File: config.mk
export PLATFORM = sky130hd
export DESIGN_NAME = phy_tx_lane_serializer
export DESIGN_NICKNAME = d
export VERILOG_FILES = /design/src/rtl/phy_tx_lane_serializer_pkg.sv /design/src/rtl/phy_tx_lane_shift.sv /design/src/rtl/phy_tx_lane_serializer.sv
export SDC_FILE = /design/constraint.sdc
export NUM_CORES = 1
export LEC_CHECK = 0
export ABC_CLOCK_PERIOD_IN_PS = 4800
export BUFFER_PORTS_ARGS = -buffer_cell sky130_fd_sc_hd__clkbuf_2
export CORE_MARGIN = 1
export CORE_UTILIZATION = 56
export DETAILED_ROUTE_END_ITERATION = 7
export PLACE_DENSITY = 0.81
export RECOVER_POWER = 100
export SYNTH_ARGS = -nofsm -noshare
export SYNTH_HDL_FRONTEND = slang
export SYNTH_HIERARCHICAL = 1
export SYNTH_SLANG_ARGS = --single-unit
export TNS_END_PERCENT = 20
File: constraint.sdc
create_clock -name dclk -period 4.8 [get_ports dclk]
set_clock_uncertainty 0.15 [all_clocks]
set_input_delay 0.96 -clock dclk [delete_from_list [all_inputs] [get_ports dclk]]
set_output_delay 0.96 -clock dclk [all_outputs]
set_load 0.005 [all_outputs]
File: src/rtl/phy_tx_lane_serializer_pkg.sv
// Shared definitions for the phy_tx lane serializer.
//   state_e     : serializer FSM states (alignment preamble, then normal traffic)
//   DEFAULT_COM : 8-bit idle/alignment symbol used when no other COM is given
package phy_tx_lane_serializer_pkg;

  // SYNC sends the forced COM preamble after reset; RUN accepts link-layer words
  typedef enum logic {
    ST_SYNC = 1'b0,
    ST_RUN  = 1'b1
  } state_e;

  localparam logic [7:0] DEFAULT_COM = 8'hBC;

endpackage

File: src/rtl/phy_tx_lane_shift.sv
// One lane of the transmit serializer: a WIDTH-bit shift register.
//   clk_i       : bit clock
//   rst_ni      : synchronous reset, active low (clears the register)
//   load_i      : capture sym_i this edge (takes priority over shift_i)
//   shift_i     : advance one bit this edge
//   msb_first_i : 1 shifts towards the MSB end, 0 towards the LSB end
//   sym_i       : symbol to load
//   bit_o       : bit currently presented on the lane (direct flop output)
module phy_tx_lane_shift #(
  parameter int WIDTH = 8
) (
  input  logic             clk_i,
  input  logic             rst_ni,
  input  logic             load_i,
  input  logic             shift_i,
  input  logic             msb_first_i,
  input  logic [WIDTH-1:0] sym_i,
  output logic             bit_o
);

  logic [WIDTH-1:0] sr_q;
  logic [WIDTH-1:0] sr_d;

  // Next register contents: a freshly loaded symbol already presents its first
  // bit at the output end, so each shift exposes the following bit in order.
  always_comb begin
    sr_d = sr_q;
    if (load_i) begin
      sr_d = sym_i;
    end else if (shift_i) begin
      if (msb_first_i) begin
        sr_d = {sr_q[WIDTH-2:0], 1'b0};
      end else begin
        sr_d = {1'b0, sr_q[WIDTH-1:1]};
      end
    end
  end

  // Shift register state; reset discards any partly sent symbol
  always_ff @(posedge clk_i) begin
    if (!rst_ni) begin
      sr_q <= '0;
    end else begin
      sr_q <= sr_d;
    end
  end

  assign bit_o = msb_first_i ? sr_q[WIDTH-1] : sr_q[0];

endmodule

File: src/rtl/phy_tx_lane_serializer.sv
// Multi-lane PHY transmit serializer on a single bit clock.
// Takes one WIDTH-bit word per lane per symbol period through valid/ready and
// shifts it out one bit per cycle per lane. COM is inserted whenever no word is
// offered, and SYNC_COMS COM symbols are sent after every reset before ready can rise.
//   dclk           : bit clock, every register uses its rising edge
//   default_values : synchronous reset, active low
//   valid          : data_in holds one word per lane
//   data_in        : lane i word = data_in[i*WIDTH +: WIDTH]
//   ready          : a word is taken this cycle when valid is also high
//   data_out       : serial bit per lane, registered
//   cnt            : index of the bit currently on data_out
//   sym_is_com     : symbol currently on data_out is an inserted COM
module phy_tx_lane_serializer
  import phy_tx_lane_serializer_pkg::*;
#(
  parameter int               WIDTH     = 8,
  parameter int               LANES     = 1,
  parameter logic [WIDTH-1:0] COM       = WIDTH'(DEFAULT_COM),
  parameter int               SYNC_COMS = 4,
  parameter int               MSB_FIRST = 1
) (
  input  logic                     dclk,
  input  logic                     default_values,
  input  logic                     valid,
  input  logic [LANES*WIDTH-1:0]   data_in,
  output logic                     ready,
  output logic [LANES-1:0]         data_out,
  output logic [$clog2(WIDTH)-1:0] cnt,
  output logic                     sym_is_com
);

  localparam int             CW        = $clog2(WIDTH);
  localparam int             SW        = $clog2(SYNC_COMS + 1);
  localparam logic [CW-1:0]  CNT_LAST  = CW'(WIDTH - 1);
  localparam logic [SW-1:0]  SYNC_LAST = SW'(SYNC_COMS);

  state_e                 state_q;
  state_e                 state_d;
  logic [SW-1:0]          sync_q;
  logic [SW-1:0]          sync_d;
  logic [CW-1:0]          cnt_q;
  logic [CW-1:0]          cnt_d;
  logic                   com_q;
  logic                   com_d;
  logic                   boundary;
  logic                   take;
  logic [LANES*WIDTH-1:0] lane_sym;

  // A boundary edge is the one that retires the last bit of the current symbol
  assign boundary = (cnt_q == CNT_LAST);

  // Ready only exists in RUN and only at the boundary, so all lanes stay aligned
  assign ready = default_values && boundary && (state_q == ST_RUN);
  assign take  = valid && ready;

  // Next-state logic: bit counter, preamble counter, FSM and the symbol each lane
  // loads at the boundary. COM is the default load so lanes never go silent.
  always_comb begin
    state_d  = state_q;
    sync_d   = sync_q;
    com_d    = com_q;
    cnt_d    = cnt_q + 1'b1;
    lane_sym = {LANES{COM}};
    if (boundary) begin
      cnt_d = '0;
      if (state_q == ST_SYNC) begin
        com_d  = 1'b1;
        sync_d = sync_q + 1'b1;
        if ((sync_q + 1'b1) == SYNC_LAST) begin
          state_d = ST_RUN;
        end
      end else if (take) begin
        com_d    = 1'b0;
        lane_sym = data_in;
      end else begin
        com_d = 1'b1;
      end
    end
  end

  // Control registers; reset restarts the preamble with cnt parked at the last
  // bit so the first edge after release is a boundary
  always_ff @(posedge dclk) begin
    if (!default_values) begin
      state_q <= ST_SYNC;
      sync_q  <= '0;
      cnt_q   <= CNT_LAST;
      com_q   <= 1'b0;
    end else begin
      state_q <= state_d;
      sync_q  <= sync_d;
      cnt_q   <= cnt_d;
      com_q   <= com_d;
    end
  end

  // One shift register per lane, all driven by the shared bit counter
  for (genvar i = 0; i < LANES; i++) begin : g_lane
    phy_tx_lane_shift #(
      .WIDTH(WIDTH)
    ) u_shift (
      .clk_i      (dclk),
      .rst_ni     (default_values),
      .load_i     (boundary),
      .shift_i    (!boundary),
      .msb_first_i(MSB_FIRST != 0),
      .sym_i      (lane_sym[i*WIDTH +: WIDTH]),
      .bit_o      (data_out[i])
    );
  end

  assign cnt        = cnt_q;
  assign sym_is_com = com_q;

endmodule

; ---- Word level (Yosys, flattened, before mapping)
; Cells that the tools add are included.
[op_classes]
magnitude_cmp = 0
eq_ne = 2
multipliers = 0
add_sub_neg = 2
reduce_logical = 5
bitwise_logic = 1
shift = 0
div = 0
muxes = 8
[ops]
columns = op, n
row1 = $mux 8, 3
row2 = $add 3x1->3 const B, 2
row3 = $eq 3x3->1 const B, 2
row4 = $mux 1, 4
row5 = $reduce_and 4->1, 1
row6 = $logic_and 1x1->1, 3
row7 = $mux 3, 1
row8 = $reduce_and 2->1, 1
row9 = $not 1->1, 1
[totals]
reg_bits = 16
memories = 0
inputBits = 11
ram_bits = 0
rom_bits = 0
elab_cells = 24
latch_bits = 0
output_inout_bits = 6

; ---- Logic depth before layout (Yosys ltp)
[logic_depth]
ltp_word = 7
mapped_depth = 7
ltp_nobuf = 6

; ---- Hierarchy
; Netlist, hierarchy kept.
[modules_own_cells]
columns = mod, area_each_um2, seq_area_each_um2, instances, cells_per_inst
row1 = phy_tx_lane_shift, 446.7, 160.2, 1, 46
row2 = phy_tx_lane_serializer, 419.2, 160.2, 1, 46

; ---- Worst setup path after synthesis
; OpenSTA, ideal clock, no wires.
[synth_path]
path_type = in2out
start = input default_values
end = output ready
arrival_time_ns = 1.153
slack_ns = 2.537
required_time_ns = 3.690
path_buffers = 0
stages = 1
path_cell_list = and3_2
[synth_via]
elab_chain_len = 2
[synth_rtl]
columns = item, line
row1 = from (decl), phy_tx_lane_serializer.sv:23  ; input logic default_values,
row2 = $logic_and 1x1->1 (2 in a row), phy_tx_lane_serializer.sv:53  ; assign ready = default_values && boundary && (state_q == ST_RUN);
row3 = to (decl), phy_tx_lane_serializer.sv:26  ; output logic ready,
; Every way passes these cells.

; ---- Worst setup path after layout
; Same ends and word-level chain as after synthesis.

==> out/metrics.yaml <==
power_and_ir_drop:
  fin_total_pwr_uw: 374.5
  leakage_power_figure_uw: 0.0004299
  share_seq_of_total_power_pct: 48.1
  net_switching_fraction_of_the_power_pct: 31.48
  vdd_ir_drop_max_mv: 0.2524
  power_switching_uw: 117.9
  power.share.clock_pct: 23.8
  combPwrFrac_pct: 28.1
  p_int_uw: 256.6
  power_density_nw_per_um2: 392.3
setup_path:
  worst_setup_path_start_kind: "input pin"
  critical_path.max_fanout: 20
  timing.rr.end: "g_lane[0].u_shift/sr_q[7]$_SDFFE_PN0P_"
  worst-setup-path-type: "input pin to output pin"
  worst-r2r-cell-count: 6
  worst_ep_arrival_time_ns: 1.88
  critical_register_to_register_path_startpoint: "cnt[0]$_SDFF_PN1_"
  cp_data_required_time_ns: 3.69
  cp-end-kind: "output pin"
  r2r_slack_ns: 2.28
clocking:
  ctsHtreeMaxLevel: 1
  ctsHoldBuffers: 0
  clock-root-buffer: "clkbuf_4"
  clkSinkCount: 16
  post_cts.resized_instances: 0
  clkLatencyLatePin_ns: 0.29
  tritoncts.num_buffers: 3
  cts.path.max_buffers: 2
  post_cts.repair.setup_buffers: 0
  cts.reportedPaths.clkPinSlew_ns: 0.10
  cts_tree: "built"
layout:
  drive_gt1_share_pct: 16.67
  commonest_cells_after_routing_fill_and_taps_aside: "16 x dfxtp_1, 12 x clkbuf_2, 9 x nand2b_1"
  fillCellCount: 138
  syn2layout_area_growth_pct: 10.26
  num-nets-final: 124
  final_cell_area_um2: 954.7
  antenna_cells: 0
  layout.cells.most_common: "dfxtp_1"
floorplanning:
  placeableCoreArea_um2: 1366
  floorplan.rows: 13
  die_h_um: 41.32
  fp.dieArea_um2: 1707
  initial_core_util_pct: 63.37
  die-width_um: 41.32
  boundaryPins: 17
global_routing:
  grt_remaining_overflow: 0
  antenna_found_initial: 0
  grt_pass1_wl_um: 2339
  maximum_number_of_pins_on_one_net_before_global_route_repair: 28
  global_route_usage_over_all_layers_pct: 21.65
  first_global_vias: 559
sta:
  maxClockFrequency_mhz: 334.5
  min_period_ns: 2.990
  maxSlewHeadroom_pct: 50.28
  worst_slew_pin_slew_ns: 0.7458
  setup_slack_of_the_critical_path_after_layout_ns: 1.810
  final-hold-violation-count: 0
  grt_setup_unrepaired: "no"
  tns_ns: 0
  final.period_utilization_pct: 62.29
  setup_viol_count_final: 0
  slew_viol_final: 0
  fin_hold_ws_ns: 0.3396
synthesis:
  netlist-cell-type-count: 29
  yosys.area.top_type: "dfxtp_1"
  avg_cell_area_syn_um2: 9.411
  synth_cells: 92
  ys_ff_latch: 16
  synth.yosys.warnings: 6
  syn-num-nets: 107
  ys_seq_area_share_pct: 36.99
  netlist_top_cells_area: "dfxtp_1 37%, mux2i_1 6.9%, nand2b_1 6.5%"
  syn-cell-area_um2: 865.8
  synthDominantCellAreaShare_pct: 36.99
min_path:
  worstHoldEndpoint: "cnt[0]$_SDFF_PN1_"
  worstHoldStart: "cnt[0]$_SDFF_PN1_"
  hold_path.class: "flop to flop"
  holdPathStages: 1
routing:
  vias_per_cell: 5.593
  route.vias.total: 688
  route.detailed.wl_per_inst_um: 12.51
  antenna_left: 0
  drc: 0
  drt_wl_total_um: 1539
  drt-initial-drc-count: 10
  drt_first_pass_iters: 4
placed_design:
  pre_cts_ws_ns: 2.095
  place.gp.congestion: 0.6453
  place.detailed.hpwl_um: 1053
  post_dp_cell_area_um2: 932.1
  placement.io_buffers: 16
run_status:
  status: "finished, final reports clean"
run:
  drv_cap: 0
flip-flops by register name (all words and copies together), names as in the netlist:
signal,cells
sync_q,3
cnt,3
state_q,1
g_lane.u_shift/sr_q,8
sym_is_com,1
per-layer routing:
metal	GRT usage (%)	wire, µm	vias to the layer above
met1	26.64	777	318
met3	6.383	35	2
li1	-	-	359
met5	0	0	-
met2	33.59	712	9
met4	12.10	14	0
cell usage after synthesis, drive strengths merged:
cell type,count
nor2b,4
mux2i,6
a31oi,2
dfxtp,16
nand4,1
mux2,1
or2,5
o21ai,4
nand2,1
buf,4
and3b,1
nor2,3
o221ai,6
nand3,6
o311a,2
a21boi,1
xor2,2
ha,4
nand3b,2
xnor2,1
nand2b,9
and2,2
and3,2
conb,1
or2b,1
inv,5
power groups by stage:
stage	registers (µW)	clock network [µW]	logic [µW]
global placement	182	0	104
floorplan	179	0	86.9
global route	184	97.9	119
CTS	180	91.1	108
detailed placement	183	0	107
finish	180	89.1	105
metrics by stage:
step,utilization [%],cells
after global routing,69.87,123
after floorplan,-,92
after CTS,70.88,123
after detailed placement,68.22,119
final,69.87,123
after global placement,68.22,119
worst max path at each step:
| stage | start | endpoint | slack (ns) | cells after the start |
|---|---|---|---|---|
| floorplan | default_values | ready | 2.54 | 1 |
| global placement | default_values | ready | 2.11 | 3 |
| detailed placement | default_values | ready | 2.10 | 3 |
| CTS | cnt[0]$_SDFF_PN1_ | ready | 1.82 | 4 |
| global route | cnt[0]$_SDFF_PN1_ | ready | 1.67 | 4 |
| finish | default_values | ready | 1.81 | 3 |
area by class of cell:
| type | count | area [µm²] | share of cell area [%] |
|---|---|---|---|
| Clock buffer | 4 | 36.28 | 3.801 |
| Inverter | 5 | 18.77 | 1.966 |
| Multi-Input combinational cell | 67 | 485.5 | 50.85 |
| Sequential cell | 16 | 320.3 | 33.55 |
| Tap cell | 15 | 18.77 | 1.966 |
| Timing Repair Buffer | 16 | 75.07 | 7.864 |
cell families after synthesis:
group | count (synthesis) | share of synthesized area, %
other | 1 | 0.4331
flip-flops | 16 | 36.99
adder cells (fa/ha/maj) | 4 | 5.781
buffers and inverters | 9 | 5.925
multiplexers | 7 | 8.237
XOR/XNOR | 3 | 3.035
AO/OA/AOI/OAI | 15 | 13.01
AND/OR/NAND/NOR | 37 | 26.59
worst max-delay path, stage by stage:
cell and delay, ns:
clkbuf_1 0.53, and3_2 0.28, clkbuf_2 0.11
Note: power is estimated with default switching activity, not from simulation.
